`src/rtl/als_pkg.sv`:
```
// Shared constants, state encoding and bar-graph helper for the ALS light filter.
package als_pkg;

    localparam int ALS_LIGHT_MSB = 11;
    localparam int ALS_LIGHT_LSB = 4;
    localparam int ALS_LIGHT_W   = 8;
    localparam int ALS_FRAME_W   = 16;

    typedef enum logic {
        FILL = 1'b0,
        RUN  = 1'b1
    } als_state_e;

    // Thermometer code: LED i lights when the level exceeds 32*i.
    function automatic logic [ALS_LIGHT_W-1:0] als_bar(input logic [ALS_LIGHT_W-1:0] lvl);
        logic [ALS_LIGHT_W-1:0] b;
        b = '0;
        for (int i = 0; i < ALS_LIGHT_W; i++) begin
            b[i] = (lvl > ALS_LIGHT_W'(32 * i));
        end
        return b;
    endfunction

endpackage

```
`src/rtl/als_hysteresis.sv`:
```
// Registered dark/bright flag with a dead band between DARK_LO and DARK_HI.
module als_hysteresis
    import als_pkg::*;
#(
    parameter logic [ALS_LIGHT_W-1:0] DARK_LO = 8'd40,
    parameter logic [ALS_LIGHT_W-1:0] DARK_HI = 8'd60
) (
    input  logic                   clock,
    input  logic                   reset_n,
    input  logic [ALS_LIGHT_W-1:0] level_i,
    input  logic                   update_i,
    output logic                   dark_o
);

    logic dark_d, dark_q;

    always_comb begin
        dark_d = dark_q;
        if (update_i) begin
            if (level_i < DARK_LO) begin
                dark_d = 1'b1;
            end else if (level_i > DARK_HI) begin
                dark_d = 1'b0;
            end
        end
    end

    always_ff @(posedge clock or negedge reset_n) begin
        if (!reset_n) begin
            dark_q <= 1'b0;
        end else begin
            dark_q <= dark_d;
        end
    end

    assign dark_o = dark_q;

endmodule

```
`src/rtl/als_light_filter.sv`:
```
// Frame check, moving average, hysteretic dark flag and LED bar for PmodALS samples.
// Optional min/max tracking of the averages is enabled by defining ALS_MINMAX_EN.
module als_light_filter
    import als_pkg::*;
#(
    parameter int                     AVG_LOG2 = 3,
    parameter logic [ALS_LIGHT_W-1:0] DARK_LO  = 8'd40,
    parameter logic [ALS_LIGHT_W-1:0] DARK_HI  = 8'd60
) (
    input  logic                   clock,
    input  logic                   reset_n,
    input  logic [ALS_FRAME_W-1:0] raw_value,
    input  logic                   raw_valid,
    output logic [ALS_LIGHT_W-1:0] avg_level,
    output logic                   avg_valid,
    output logic                   dark,
    output logic [ALS_LIGHT_W-1:0] bar,
    output logic                   fmt_err
`ifdef ALS_MINMAX_EN
    ,
    output logic [ALS_LIGHT_W-1:0] min_level,
    output logic [ALS_LIGHT_W-1:0] max_level
`endif
);

    localparam int DEPTH = 1 << AVG_LOG2;
    localparam int SUM_W = ALS_LIGHT_W + AVG_LOG2;

    als_state_e                 state_q, state_d;
    logic [AVG_LOG2-1:0]        fill_q, fill_d;
    logic [AVG_LOG2-1:0]        wptr_q;
    logic [SUM_W-1:0]           sum_q;
    logic [ALS_LIGHT_W-1:0]     ring_q [DEPTH];
    logic [ALS_LIGHT_W-1:0]     avg_q;
    logic                       avg_valid_q;
    logic [ALS_LIGHT_W-1:0]     bar_q;
    logic                       fmt_err_q;

    logic                       frame_good;
    logic                       sample_ok;
    logic                       emit;
    logic [ALS_LIGHT_W-1:0]     light;
    logic [SUM_W-1:0]           new_sum;
    logic [ALS_LIGHT_W-1:0]     new_avg;

    always_comb begin
        frame_good = (raw_value[ALS_FRAME_W-1:ALS_LIGHT_MSB+1] == '0) &&
                     (raw_value[ALS_LIGHT_LSB-1:0] == '0);
        sample_ok  = raw_valid && frame_good;
        light      = raw_value[ALS_LIGHT_MSB:ALS_LIGHT_LSB];
        // The oldest entry is still zero during FILL, so the sum stays exact.
        new_sum    = sum_q + SUM_W'(light) - SUM_W'(ring_q[wptr_q]);
        new_avg    = ALS_LIGHT_W'(new_sum >> AVG_LOG2);
    end

    always_comb begin
        state_d = state_q;
        fill_d  = fill_q;
        emit    = 1'b0;
        if (sample_ok) begin
            case (state_q)
                FILL: begin
                    fill_d = fill_q + 1'b1;
                    if (fill_q == AVG_LOG2'(DEPTH - 1)) begin
                        state_d = RUN;
                        emit    = 1'b1;
                    end
                end
                RUN:     emit = 1'b1;
                default: state_d = FILL;
            endcase
        end
    end

    always_ff @(posedge clock or negedge reset_n) begin
        if (!reset_n) begin
            state_q     <= FILL;
            fill_q      <= '0;
            wptr_q      <= '0;
            sum_q       <= '0;
            avg_q       <= '0;
            avg_valid_q <= 1'b0;
            bar_q       <= '0;
            fmt_err_q   <= 1'b0;
        end else begin
            state_q     <= state_d;
            fill_q      <= fill_d;
            avg_valid_q <= emit;
            if (raw_valid && !frame_good) begin
                fmt_err_q <= 1'b1;
            end
            if (sample_ok) begin
                sum_q  <= new_sum;
                wptr_q <= wptr_q + 1'b1;
            end
            if (emit) begin
                avg_q <= new_avg;
                bar_q <= als_bar(new_avg);
            end
        end
    end

    always_ff @(posedge clock or negedge reset_n) begin
        if (!reset_n) begin
            for (int i = 0; i < DEPTH; i++) begin
                ring_q[i] <= '0;
            end
        end else if (sample_ok) begin
            ring_q[wptr_q] <= light;
        end
    end

    als_hysteresis #(
        .DARK_LO (DARK_LO),
        .DARK_HI (DARK_HI)
    ) u_hyst (
        .clock    (clock),
        .reset_n  (reset_n),
        .level_i  (new_avg),
        .update_i (emit),
        .dark_o   (dark)
    );

    assign avg_level = avg_q;
    assign avg_valid = avg_valid_q;
    assign bar       = bar_q;
    assign fmt_err   = fmt_err_q;

`ifdef ALS_MINMAX_EN
    logic [ALS_LIGHT_W-1:0] min_q, max_q;

    always_ff @(posedge clock or negedge reset_n) begin
        if (!reset_n) begin
            min_q <= 8'hFF;
            max_q <= 8'h00;
        end else if (emit) begin
            if (new_avg < min_q) min_q <= new_avg;
            if (new_avg > max_q) max_q <= new_avg;
        end
    end

    assign min_level = min_q;
    assign max_level = max_q;
`endif

endmodule

```
`config.mk`:
```
export PLATFORM = sky130hd
export DESIGN_NAME = als_light_filter
export DESIGN_NICKNAME = d
export VERILOG_FILES = /design/src/rtl/als_pkg.sv /design/src/rtl/als_hysteresis.sv /design/src/rtl/als_light_filter.sv
export SDC_FILE = /design/constraint.sdc
export NUM_CORES = 1
export LEC_CHECK = 0
export ABC_AREA = 0
export CORE_AREA = 2 2 136 138
export DETAILED_ROUTE_END_ITERATION = 16
export DIE_AREA = 0 0 138 140
export GPL_ROUTABILITY_DRIVEN = 0
export PLACE_DENSITY = 0.58
export SETUP_SLACK_MARGIN = 0.4
export SYNTH_ARGS = -nofsm -noshare
export SYNTH_HDL_FRONTEND = slang
export SYNTH_SLANG_ARGS = --single-unit
```
`constraint.sdc`:
```
create_clock -name clock -period 4.3 [get_ports clock]
set_input_delay 0.86 -clock clock [delete_from_list [all_inputs] [get_ports clock]]
set_output_delay 0.86 -clock clock [all_outputs]
set_load 0.02 [all_outputs]
```
## Word-level counts from Yosys, hierarchy flattened

Index checks and enable logic that the tools add are counted.

| storage, ports and cells | value |
|---|---|
| flip-flop bits (word level) | 101 |
| output and inout port bits | 19 |
| logic and storage cells | 58 |

| operators by class | value |
|---|---|
| $add $sub $neg | 4 |
| magnitude comparators | 12 |
| equal/unequal tests | 1 |
| mux-type cells | 12 |
| bitwise gates (word level) | 2 |
| reduce and logical (&&, ||, !) cells | 10 |

Operators by type and width:

| kind | number |
|---|---|
| bitwise mux 64 bit | 1 |
| > comparator 8 bit (second input constant) | 4 |
| binary-select mux 8 bit (select 3 bit) | 1 |
| demux 8 bit (select 3 bit) | 1 |
| 2-to-1 mux 8 bit | 3 |
| > comparator 8 x 6 -> 1 bit (second input constant) | 2 |
| > comparator 8 x 7 -> 1 bit (second input constant) | 2 |
| adder 11 x 8 -> 11 bit | 1 |
| subtractor 11 x 8 -> 11 bit | 1 |
| > comparator 8 x 1 -> 1 bit (second input constant) | 1 |
| logical NOT 4 bit | 2 |
| less-than comparator 8 x 6 -> 1 bit (second input constant) | 1 |
| adder 3 x 1 -> 3 bit (second input constant) | 2 |
| 2-to-1 mux 1 bit | 5 |
| greater-or-equal comparator 4 bit (second input constant) | 1 |
| logical AND 1 bit | 4 |
| less-than comparator 4 x 1 -> 1 bit (second input constant) | 1 |
| inverter 3 -> 4 bit | 1 |
| AND reduction 2 bit | 2 |
| equality test 3 bit (second input constant) | 1 |
| one-hot mux 1 bit (2 select lines) | 1 |
| nonzero test 2 bit | 1 |
| logical NOT 1 bit | 1 |
| inverter 1 bit | 1 |

## Longest topological paths before layout

Gate-level depths: netlist of the first run.

| logic depth | value |
|---|---|
| word-level depth | 8 |
| gate-level depth with buffers | 16 |
| mapped depth without buffers | 14 |

## Modules after synthesis

Synthesis of the first run repeated with hierarchy kept, for this count alone.

| unflattened totals | value |
|---|---|
| cell total of the unflattened synthesis | 416 |
| area total of the unflattened synthesis | 5230.0 um^2 |

By module, submodules not included:

| module | instances | cells an instance | area an instance (um^2) |
|---|---|---|---|
| als_light_filter | 1 | 407 | 5157.4 |
| als_hysteresis | 1 | 9 | 72.6 |

## Worst setup path after synthesis of the first run

No wires, ideal clock.

| timing | value |
|---|---|
| path type | flip-flop to flip-flop |
| from | register wptr_q[0] |
| to | register bar_q[4], in the netlist bar[4] |
| library setup time | 0.121 ns |
| arrival | 3.989 ns |
| required time | 4.179 ns |
| path slack | 0.190 ns |
| stages on the path, launching flop included | 13 |
| clock period less this slack | 4.110 ns |
| cell sequence | dfrtp_1 buf_1 mux4_2 mux2_2 fa_1 fa_1 and2b_1 o22ai_2 xnor2_1 or3_4 nor3_4 nand2_1 a22o_1 |

| on the way | value |
|---|---|
| longest elaborated chain between the ends | 6 |

Ends and longest elaborated chain:

| what | RTL line | text |
|---|---|---|
| start, declared | als_light_filter.sv:31 | `logic [AVG_LOG2-1:0] wptr_q;` |
| start signal, assigned | als_light_filter.sv:94 | `wptr_q <= wptr_q + 1'b1;` |
| inverter 3 -> 4 bit (not written as such) | als_light_filter.sv:52 | `new_sum = sum_q + SUM_W'(light) - SUM_W'(ring_q[wptr_q]);` |
| binary-select mux 8 bit (select 3 bit) | als_light_filter.sv:52 |  |
| 2-to-1 mux 8 bit (not written as such) (2 in a row) | als_light_filter.sv:52 |  |
| subtractor 11 x 8 -> 11 bit | als_light_filter.sv:52 |  |
| > comparator 8 bit | als_pkg.sv:19 | `b[i] = (lvl > ALS_LIGHT_W'(32 * i));` |
| end signal, assigned | als_light_filter.sv:98 | `bar_q <= als_bar(new_avg);` |
| end, declared | als_light_filter.sv:36 | `logic [ALS_LIGHT_W-1:0] bar_q;` |

Every way passes these cells. The select of a mux whose other input is x is not followed.
A chain may end at the register's enable or synchronous reset.

## Worst setup path in the final report of the first run

| timing | value |
|---|---|
| from | register wptr_q[0] |
| to | register bar_q[0], in the netlist bar[0] |

| on the way | value |
|---|---|
| longest elaborated chain between the ends | 6 |

Ends and longest elaborated chain:

| what | RTL line |
|---|---|
| inverter 3 -> 4 bit (not written as such) | als_light_filter.sv:52 |
| binary-select mux 8 bit (select 3 bit) | als_light_filter.sv:52 |
| 2-to-1 mux 8 bit (not written as such) (2 in a row) | als_light_filter.sv:52 |
| subtractor 11 x 8 -> 11 bit | als_light_filter.sv:52 |
| > comparator 8 x 1 -> 1 bit | als_pkg.sv:19 |

Every way passes these cells. The select of a mux whose other input is x is not followed.

==> summary.md, run 1 <==
| Metric | Value |
|---|---|
| Placed Cells | `680` |
| I/O Buffers | `37` |
| DP HPWL | `7.91 mm` |
| Syn_nets | `450` |
| Post-synth EDFFs | `0` |
| Arrival @ worst endpoint | `4.13 ns` |
| Logic pwr share | `25.8%` |
| Global-route wire length before repair | `19.1 mm` |
| Pint | `1.78 mW` |
| Inserted Clock Buffers | `9` |
| CP required | `4.55 ns` |
| Max-Cap Viols | `0` |
| Kind of critical path | `reg2reg` |
| Clk_lat worst skew | `0.36 ns` |
| Achievable Freq | `0.258 GHz` |
| Htree depth | `3` |
| Setup violation total in the final timing report | `0` |
| Placed cell areas | `6040 µm²` |
| Starting Density | `29.8%` |
| Core ar. | `17,800 µm²` |
| CP startpoint kind | `register` |
| Die Width | `138 µm` |
| Max VDD drop | `0.231 mV` |
| Power share of the sequential group | `39.2%` |
| Largest net degree at the start of global routing | `83` |
| Post-Synthesis Cells | `409` |
| CTS tree | `built` |
| First DRT Iteration DRCs | `166` |
| Die Span Y | `140 µm` |
| Sink Count | `101` |
| Max Clock Skew | `0.00911 ns` |
| Switch Pwr | `0.697 mW` |
| Initial antenna violation count | `0` |
| I/O pins | `38` |
| Total track usage | `12.6%` |
| Yosys warns | `0` |
| Crit path time final | `3.88 ns` |
| Remaining Overflow, GRT | `0` |
| Worst Slack Setup Final | `0.420 ns` |
| P&R area growth vs syn | `27.4%` |
| Ys async rst share | `100%` |
| Final instance area | `6760 µm²` |
| Post-route ant nets | `0` |
| Setup slack at placement | `0.0653 ns` |
| Longest Clk Path Bufs | `2` |
| Post-Syn Area per Cell | `13.0 µm²` |
| Clock share of power | `35.0%` |
| Status | `finished clean` |
| # nets final | `526` |
| Cell variety after synth | `59` |
| Vias per cell | `4.75` |
| ANT cells | `0` |
| Synthesized flop and latch total | `101` |
| Layout cells sized above 1 | `39.5%` |
| Power Density | `366 nW/µm²` |
| Hold Path Class | `reg2reg` |
| Max Fanout on Critical Path | `4` |
| Critical path's slowest cell | `mux4_2` |
| Critical path, cell by cell | `buf_12 -> buf_12 -> mux4_2 -> mux2_4 -> fa_2 -> fa_2 -> and2b_2 -> o21a_1 -> o211ai_1 -> or2_4 -> nor3_4 -> a31oi_1 -> a21o_1` |
| Total negative slack | `0 ns` |
| Clk pin slew, worst setup/hold paths | `0.07 ns` |
| Seq/Total Area, Yosys | `47.7%` |
| Hold Vio Cnt, Final | `0` |
| Mean routed wirelength per cell | `16.2 µm` |
| Worst Path Buf+Inv | `2` |
| Top FF cell, synth | `dfrtp_1` |
| RSZ-0062 raised after global routing | `true` |
| DRT Pass-1 Iters | `4` |
| Largest delay share family, worst path | `adder cells` |
| Clock root cell | `clkbuf_16` |
| Pins Over Slew Limit | `0` |
| Post-route insts no fill | `718` |
| Normalized max-slew margin | `29.3%` |
| Post-Syn Area | `5300 µm²` |
| Sw Ratio | `28.1%` |
| DIE AREA | `19,300 µm²` |
| Max incr delay on CP | `0.50 ns` |
| CP Capture Type | `register` |
| Routed Wire Length | `11.7 mm` |
| Num rows | `49` |
| Fin crit share | `90.2%` |
| # DRC | `0` |
| Slew @ Worst Pin | `1.06 ns` |
| Leak pwr | `3.08 nW` |
| Vias | `3,411` |
| Vias in the first global route | `3,582` |
timing repair:
| item | in CTS | in global routing |
|---|---|---|
| resized for setup | 24 | 14 |
| gates cloned | 1 | 1 |
| buffers inserted | 11 | 10 |
| setup endpoints to repair | 12 | 13 |
| pin swaps | 16 | 22 |
| hold buffers | 0 | 0 |
through the flow:
stage	hold WS, ns	total power, mW	utilization (%)
CTS	0.480	2.44	37.2
global route	0.493	2.61	38.0
finish	0.473	2.48	38.0
floorplan	0.448	1.30	-
detailed placement	0.465	1.48	34.0
global placement	0.442	1.47	34.0
Yosys cell counts (2+ instances only):
library cell	number	area, µm²
mux4_2	16	360
o21ai_1	8	40.0
inv_1	37	139
nor2_1	10	37.5
o31ai_1	2	15.0
nor4b_4	2	47.6
xnor2_1	4	35.0
a21o_1	5	37.5
o21ai_2	2	17.5
buf_2	5	25.0
o2111ai_1	2	17.5
o211ai_1	6	45.0
ha_1	14	175
fa_1	8	160
nand2b_1	2	12.5
a31oi_1	3	18.8
a21oi_1	11	55.1
o21a_1	4	30.0
a22o_1	2	17.5
nor4_2	2	25.0
o21ai_0	12	60.1
xor2_1	5	43.8
clkbuf_1	5	18.8
buf_1	2	7.51
nor3_4	2	32.5
mux2_2	74	833
nand2_1	31	116
dfrtp_1	101	2530
nor3b_4	2	37.5
cells by family after synthesis:
group,synth area share [%]
buffers and inverters,3.94
multiplexers,22.8
adder cells (fa/ha/maj),6.32
AND/OR/NAND/NOR,8.07
XOR/XNOR,1.79
AO/OA/AOI/OAI,9.44
flip-flops,47.7
layout make-up:
| class | instances | area [µm²] |
|---|---|---|
| Clock buffer | 10 | 229 |
| Clock inverter | 5 | 83.8 |
| Fill cell | 1711 | 11000 |
| Inverter | 37 | 139 |
| Multi-Input combinational cell | 258 | 2750 |
| Sequential cell | 101 | 2530 |
| Tap cell | 229 | 287 |
| Timing Repair Buffer | 78 | 737 |
registers in the layout, summed over array words and instances, names as in the netlist:
name           flops
avg_level          8
avg_valid          1
bar                8
fill_q             3
fmt_err            1
ring_q            64
state_q            1
sum_q             11
u_hyst.dark_o      1
wptr_q             3
metal layers:
layer / track usage (%) / vias to the layer above / wire (µm) / share of wire (%)
li1: - / 1610 / - / -
met1: 15.8 / 1731 / 5180 / 44
met2: 21.2 / 62 / 5890 / 51
met3: 3.35 / 8 / 452 / 3.9
met4: 3.92 / 0 / 138 / 1.2
met5: 0 / - / 0 / 0
layout by cell type (no fill, tap or decap), drive strengths merged, types with 8 or more instances in the layout:
cell type      netlist  routed
clkdlybuf4s50        0      36
buf                  9      42
inv                 37      38
nor2                11      11
mux4                16      16
fa                   8       8
ha                  14      14
a21oi               12      12
nand2               32      32
mux2                75      75
dfrtp              101     101
clkbuf               5      10
o21ai               22      22
path summary, 6_finish.rpt:
| check | start | to | slack, ns | cells after the start |
|---|---|---|---|---|
| hold reg to reg | fmt_err$_DFFE_PN0P_ | fmt_err$_DFFE_PN0P_ | 0.47 | 1 |
| setup / recovery | wptr_q[0]$_DFFE_PN0P_ | bar[0]$_DFFE_PN0P_ | 0.42 | 13 |
| min in group asynchronous | reset_n | sum_q[0]$_DFFE_PN0P_ | 0.67 | 1 |
| hold / removal | fmt_err$_DFFE_PN0P_ | fmt_err$_DFFE_PN0P_ | 0.47 | 1 |
| setup reg to reg | wptr_q[0]$_DFFE_PN0P_ | bar[0]$_DFFE_PN0P_ | 0.42 | 13 |
| max in group asynchronous | reset_n | ring_q[56]$_DFFE_PN0P_ | 2.72 | 2 |
worst reg2reg max path: cells and delay by family, from the launching register on:
family | cells | cell delay, ns
AO/OA/AOI/OAI | 4 | 0.63
adder cells (fa/ha/maj) | 2 | 0.87
buffers and inverters | 2 | 0.26
flip-flops | 1 | 0.41
multiplexers | 2 | 0.80
AND/OR/NAND/NOR | 3 | 0.83
power groups by stage:
| stage | clock network [mW] | registers (mW) | logic, mW |
|---|---|---|---|
| after floorplan | 0 | 0.986 | 0.315 |
| after CTS | 0.893 | 0.969 | 0.582 |
| after global placement | 0 | 0.987 | 0.483 |
| final | 0.868 | 0.970 | 0.639 |
| after detailed placement | 0 | 0.988 | 0.492 |
| after global routing | 0.936 | 0.971 | 0.699 |
No activity file was read; power rests on OpenSTA's default activity.
==> run 2: changes to the inputs <==
- REMOVE_ABC_BUFFERS: not set -> 1
==> summary.md, run 2 (synthesis results as in run 1) <==
| Metric | Value |
|---|---|
| Status | `finished clean` |
| Die Span Y | `140 µm (unchanged)` |
| Pins Over Slew Limit | `0 (unchanged)` |
| Setup slack at placement | `-0.00486 ns (-0.0702 ns)` |
| Max Fanout on Critical Path | `5 (+1)` |
| Inserted Clock Buffers | `9 (unchanged)` |
| CP required | `4.55 ns (about the same)` |
| Number of fill cells in the layout | `1,693 (-1.1%)` |
| CTS tree | `built` |
| Kind of critical path | `reg2reg` |
| Flip-flop count of the largest register after layout | `64 (unchanged)` |
| Vias per cell | `4.76 (+0.13%)` |
| Layout Utilization | `38.9% (+0.90 points)` |
| Hold Path Class | `reg2reg` |
| Hold_buf cts | `0 (unchanged)` |
| Mean routed wirelength per cell | `16.5 µm (+1.5%)` |
| Layout cells sized above 1 | `41.4% (+1.9 points)` |
| Core ar. | `17,800 µm² (unchanged)` |
| Hold Vio Cnt, Final | `0 (unchanged)` |
| DIE AREA | `19,300 µm² (unchanged)` |
| DRT Pass-1 Iters | `4 (unchanged)` |
| Leak pwr | `3.14 nW (+1.9%)` |
| Sequential cell area | `2530 µm² (about the same)` |
| Placed cell areas | `6040 µm² (-0.12%)` |
| Num rows | `49 (unchanged)` |
| ANT cells | `0 (unchanged)` |
| P&R area growth vs syn | `30.5%` |
| First DRT Iteration DRCs | `120 (-28%)` |
| Biggest regs | `ring_q x64, sum_q x11` |
| CP startpoint kind | `register` |
| Commonest non-fill, non-tap cell in the layout | `dfrtp_1` |
| Longest Clk Path Bufs | `2 (unchanged)` |
| Power Density | `372 nW/µm² (+1.5%)` |
| Max VDD drop | `0.216 mV (-6.6%)` |
| Clk pin slew, worst setup/hold paths | `0.07 ns (about the same)` |
| Normalized max-slew margin | `47.8% (+18 points)` |
| Top reg by flops | `ring_q` |
| Clock share of power | `35.0% (about the same)` |
| Max incr delay on CP | `0.51 ns (about the same)` |
| Fin crit share | `90.6% (+0.36 points)` |
| # nets final | `531 (+0.95%)` |
| Power share of the sequential group | `37.7% (-1.5 points)` |
| Clk_lat worst skew | `0.35 ns (about the same)` |
| Remaining Overflow, GRT | `0 (unchanged)` |
| Die Width | `138 µm (unchanged)` |
| Sink Count | `101 (unchanged)` |
| # DRC | `0 (unchanged)` |
| Multi-input logic area | `2820 µm² (+2.5%)` |
| Final instance area | `6920 µm² (+2.4%)` |
| Arrival @ worst endpoint | `4.14 ns (about the same)` |
| Fin Hold WS | `0.455 ns (-0.0173 ns)` |
| RSZ-0062 raised after global routing | `true` |
| Worst Slack Setup Final | `0.405 ns (-0.0154 ns)` |
| Clock root cell | `clkbuf_16` |
| Slew @ Worst Pin | `0.780 ns (-0.281 ns)` |
| Vias in the first global route | `3,708 (+3.5%)` |
| Global-route wire length before repair | `19.7 mm (+2.7%)` |
| Crit path time final | `3.90 ns (+0.0154 ns)` |
| Pint | `1.83 mW (+2.8%)` |
| Critical path's slowest cell | `fa_1` |
| Max-Cap Viols | `0 (unchanged)` |
| Routed Wire Length | `11.9 mm (+2.3%)` |
| Total track usage | `12.8% (+0.24 points)` |
| Post-route ant nets | `0 (unchanged)` |
| Logic pwr share | `27.3% (+1.5 points)` |
| Largest net degree at the start of global routing | `59 (-29%)` |
| I/O Buffers | `37 (unchanged)` |
| Commonest non-fill, non-tap cells in the layout | `dfrtp_1, mux2_2, buf_4, clkdlybuf4s50_1, inv_1` |
| CP Capture Type | `register` |
| Achievable Freq | `0.257 GHz (-0.40%)` |
| Max Clock Skew | `0.00956 ns (+0.000450 ns)` |
| Setup violation total in the final timing report | `0 (unchanged)` |
| I/O pins | `38 (unchanged)` |
| Initial antenna violation count | `0 (unchanged)` |
| Switch Pwr | `0.744 mW (+6.8%)` |
| Vias | `3,444 (+0.97%)` |
| DP HPWL | `8.03 mm (+1.6%)` |
| Sw Ratio | `28.9% (+0.78 points)` |
| Starting Density | `29.8% (unchanged)` |
| Htree depth | `3 (unchanged)` |
| Critical path, cell by cell | `buf_12 -> buf_12 -> buf_16 -> mux4_2 -> mux2_4 -> fa_1 -> inv_2 -> ha_4 -> o211ai_1 -> o211ai_1 -> a21o_1 -> a21oi_4 -> xor2_4 -> or2_1 -> o31ai_1` |
==> run 2: cell types whose count changed in the layout (fill, tap and decap cells not counted), sizes merged <==
cell,delta
clkinvlp,-2
clkinv,+1
inv,+2
buf,+5
==> run 2: timing repair <==
action | in CTS | in global routing
buffers inserted | 13 | 13
endpoints found under the setup margin | 14 | 14
pin swaps | 18 | 24
gates resized for setup | 24 | 27
cloned | 2 | 1
==> run 2: area by class of cell <==
cell class              count  area share [%]
clock buffers              10            3.31
clock inverters             6            1.48
inverters                  37            2.04
multi-input cells         258            40.7
well taps                 229            4.14
repair buffers             83            11.7
flip-flops and latches    101            36.6
==> run 2: critical path, delay by kind of cell, from the launching register on <==
kind	cells	cell delay [ns]
XOR/XNOR	1	0.13
AO/OA/AOI/OAI	5	1.01
adder cells (fa/ha/maj)	2	0.77
flip-flops	1	0.44
multiplexers	2	0.73
buffers and inverters	4	0.45
AND/OR/NAND/NOR	1	0.26
==> run 2: worst paths after layout <==
path                                       start                  endpoint  slack [ns]  cells after the start
max                        wptr_q[0]$_DFFE_PN0P_        bar[6]$_DFFE_PN0P_        0.40                     15
min                          fmt_err$_DFFE_PN0P_       fmt_err$_DFFE_PN0P_        0.46                      1
max reg2reg                wptr_q[0]$_DFFE_PN0P_        bar[6]$_DFFE_PN0P_        0.40                     15
min reg2reg                  fmt_err$_DFFE_PN0P_       fmt_err$_DFFE_PN0P_        0.46                      1
max in group asynchronous                reset_n     wptr_q[0]$_DFFE_PN0P_        2.82                      2
min in group asynchronous                reset_n  avg_level[6]$_DFFE_PN0P_        0.58                      1
==> run 2: metrics by stage <==
stage	setup TNS (ns)	power (mW)	cells
2_1_floorplan	-0.156	1.30	395
4_1_cts	0	2.49	710
5_1_grt	0	2.70	724
6_report	0	2.57	724
3_3_place_gp	0	1.46	679
3_5_place_dp	-0.00510	1.47	679
==> run 2: layer usage <==
metal	vias to the layer above	GRT usage (%)	routed length, µm
li1	1628	-	-
met1	1751	16.4	5630
met2	53	22.3	5820
met3	12	2.63	328
met4	0	2.90	145
met5	-	0	0
==> run 2: power by group through the flow <==
stage | clock network, mW | logic, mW | registers [mW]
CTS | 0.922 | 0.594 | 0.970
finish | 0.901 | 0.702 | 0.970
global placement | 0 | 0.475 | 0.987
detailed placement | 0 | 0.486 | 0.988
global route | 0.966 | 0.763 | 0.971
floorplan | 0 | 0.304 | 0.993
==> run 3: changes to the inputs <==
- PLACE_DENSITY: 0.58 -> 0.56
- clock period: 4.3 -> 5 ns (I/O delays scaled with it)
==> summary.md, run 3 (synthesis results as in run 1) <==
| Metric | Value |
|---|---|
| Status | `finished clean` |
| Vias per cell | `4.73 (-0.53%)` |
| Routed Wire Length | `10.7 mm (-9.8%)` |
| Setup violation total in the final timing report | `0 (unchanged)` |
| DIE AREA | `19,300 µm² (unchanged)` |
| Number of fill cells in the layout | `1,781 (+5.2%)` |
| Hold Vio Cnt, Final | `0 (unchanged)` |
| Post-CTS sizing | `0 (-100%)` |
| Hold Path Class | `reg2reg` |
| Normalized max-slew margin | `35.4% (-12 points)` |
| HP Start | `fmt_err$_DFFE_PN0P_` |
| R2r startpoint | `wptr_q[2]$_DFFE_PN0P_` |
| DRT Pass-1 Iters | `4 (unchanged)` |
| Power share of the sequential group | `44.5% (+6.8 points)` |
| Initial antenna violation count | `0 (unchanged)` |
| Hold Path End | `fmt_err$_DFFE_PN0P_` |
| Num rows | `49 (unchanged)` |
| Sequential cell area | `2530 µm² (about the same)` |
| Commonest non-fill, non-tap cells in the layout | `dfrtp_1, mux2_2, inv_1, clkdlybuf4s50_1, nand2_1` |
| P&R area growth vs syn | `17.5%` |
| Fin Hold WS | `0.468 ns (+0.0130 ns)` |
| # nets final | `493 (-7.2%)` |
| Biggest regs | `ring_q x64, sum_q x11` |
| Switch Pwr | `0.549 mW (-26%)` |
| ANT cells | `0 (unchanged)` |
| Total negative slack | `0 ns (unchanged)` |
| I/O pins | `38 (unchanged)` |
| I/O Buffers | `37 (unchanged)` |
| Die Width | `138 µm (unchanged)` |
| Htree depth | `3 (unchanged)` |
| # DRC | `0 (unchanged)` |
| Max Fanout on Critical Path | `12 (+7)` |
| Pins Over Slew Limit | `0 (unchanged)` |
| R2R Setup Slk | `0.76 ns (+0.36 ns)` |
| CP startpoint kind | `register` |
| Setup bufs post-CTS | `0 (-13)` |
| Fin crit share | `84.7% (-5.8 points)` |
| Sw Ratio | `29.4% (+0.43 points)` |
| Clock share of power | `35.1% (about the same)` |
| RSZ-0062 raised after global routing | `false` |
| Pint | `1.32 mW (-28%)` |
| CP Capture Type | `register` |
| Layout cells sized above 1 | `30.9% (-11 points)` |
| WHS Path Cells | `1 (unchanged)` |
| Hold_buf cts | `0 (unchanged)` |
| DP HPWL | `7.49 mm (-6.8%)` |
| Met2 usage | `18.8% (-3.6 points)` |
| Flip-flop count of the largest register after layout | `64 (unchanged)` |
| Starting Density | `29.8% (unchanged)` |
| Power Density | `300 nW/µm² (-19%)` |
| Multi-input logic area | `2570 µm² (-8.9%)` |
| Grt peak-use layer | `met2` |
| CTS tree | `built` |
| Remaining Overflow, GRT | `0 (unchanged)` |
| Total track usage | `11.7% (-1.1 points)` |
| R2r endpoint | `bar[5]$_DFFE_PN0P_` |
| Met1 usage | `15.6% (-0.87 points)` |
| Vias | `3,246 (-5.7%)` |
| Largest net degree at the start of global routing | `57 (-3.4%)` |
| Post-route ant nets | `0 (unchanged)` |
| Crit path time final | `4.24 ns (+0.342 ns)` |
| Kind of critical path | `reg2reg` |
| Arrival @ worst endpoint | `4.48 ns (+0.34 ns)` |
| First DRT Iteration DRCs | `112 (-6.7%)` |
| Max VDD drop | `0.220 mV (+1.8%)` |
| Clk_lat worst skew | `0.36 ns (about the same)` |
| Leak pwr | `2.88 nW (-8.3%)` |
| Clock root cell | `clkbuf_16` |
| Commonest non-fill, non-tap cell in the layout | `dfrtp_1` |
| CP Launch Point | `wptr_q[2]$_DFFE_PN0P_` |
| Placed Cells | `670 (-1.3%)` |
| Slew @ Worst Pin | `0.964 ns (+0.185 ns)` |
| GRT met3 Usage | `3.59% (+0.96 points)` |
| Mean routed wirelength per cell | `15.7 µm (-4.9%)` |
| Top reg by flops | `ring_q` |
| Vias in the first global route | `3,344 (-9.8%)` |
| Max Clock Skew | `0.00880 ns (-0.000759 ns)` |
| Inserted Clock Buffers | `9 (unchanged)` |
| Die Span Y | `140 µm (unchanged)` |
| Logic pwr share | `20.4% (-6.9 points)` |
| R2R depth | `13 (-2)` |
| Post-route insts no fill | `686 (-5.2%)` |
| Clk pin slew, worst setup/hold paths | `0.07 ns (about the same)` |
| Longest Clk Path Bufs | `2 (unchanged)` |
| Sink Count | `101 (unchanged)` |
| Achievable Freq | `0.236 GHz (-8.1%)` |
| Global-route wire length before repair | `17.8 mm (-9.3%)` |
| CP required | `5.24 ns (+0.69 ns)` |
| Core ar. | `17,800 µm² (unchanged)` |
| Max-Cap Viols | `0 (unchanged)` |
## run 3: cell types whose count changed in the layout (fill, tap and decap cells not counted), moves of 4 or more
| cell | previous run | this run |
|---|---|---|
| mux2_2 | 69 | 74 |
| buf_12 | 4 | 0 |
| buf_4 | 39 | 10 |
| mux2_4 | 6 | 1 |
| inv_1 | 32 | 37 |
| ha_4 | 8 | 0 |
| inv_2 | 4 | 0 |
| ha_1 | 6 | 14 |
## run 3: worst max-delay path by stage
stage | cells after the start | to | slack (ns)
5_1_grt | 12 | bar[5]$_DFFE_PN0P_ | 0.53
3_5_place_dp | 12 | bar[3]$_DFFE_PN0P_ | 0.54
4_1_cts | 13 | bar[5]$_DFFE_PN0P_ | 0.73
6_report | 13 | bar[5]$_DFFE_PN0P_ | 0.76
3_3_place_gp | 12 | bar[3]$_DFFE_PN0P_ | 0.57
2_1_floorplan | 11 | bar[0]$_DFFE_PN0P_ | 0.63
## run 3: stage by stage
step           power (mW)  setup WS, ns  util [%]  area [µm²]
2_1_floorplan        1.12         0.633         -        5230
3_3_place_gp         1.23         0.569      33.5        5960
3_5_place_dp         1.23         0.537      33.5        5960
4_1_cts              1.90         0.734      35.0        6230
5_1_grt              1.97         0.534      35.0        6230
6_report             1.87         0.763      35.0        6230
## run 3: final cells by class
class	instances	area share, %
Clock buffer	10	3.67
Clock inverter	6	0.743
Inverter	37	2.23
Multi-Input combinational cell	257	41.2
Sequential cell	101	40.6
Tap cell	229	4.60
Timing Repair Buffer	46	6.99
## run 3: critical path, cell delays in order, from the launching register on
cell	delay, ns
dfrtp_1	0.77
buf_4	0.35
mux4_2	0.34
mux2_2	0.30
fa_1	0.48
inv_1	0.04
ha_1	0.36
o211ai_1	0.16
o211ai_1	0.28
a221oi_2	0.17
or2_2	0.37
o21ai_2	0.21
nand2_1	0.08
a22o_1	0.20
## run 3: per-layer routing
layer | vias to the layer above | part of all wire [%]
li1 | 1549 | -
met2 | 50 | 47
met5 | - | 0
met4 | 0 | 1.1
met3 | 13 | 3.9
met1 | 1634 | 48
## run 3: power groups by stage
stage	Combinational (mW)	Clock, mW	Sequential [mW]
finish	0.381	0.658	0.833
floorplan	0.262	0	0.854
CTS	0.386	0.684	0.833
global route	0.430	0.710	0.834
global placement	0.381	0	0.848
detailed placement	0.384	0	0.849
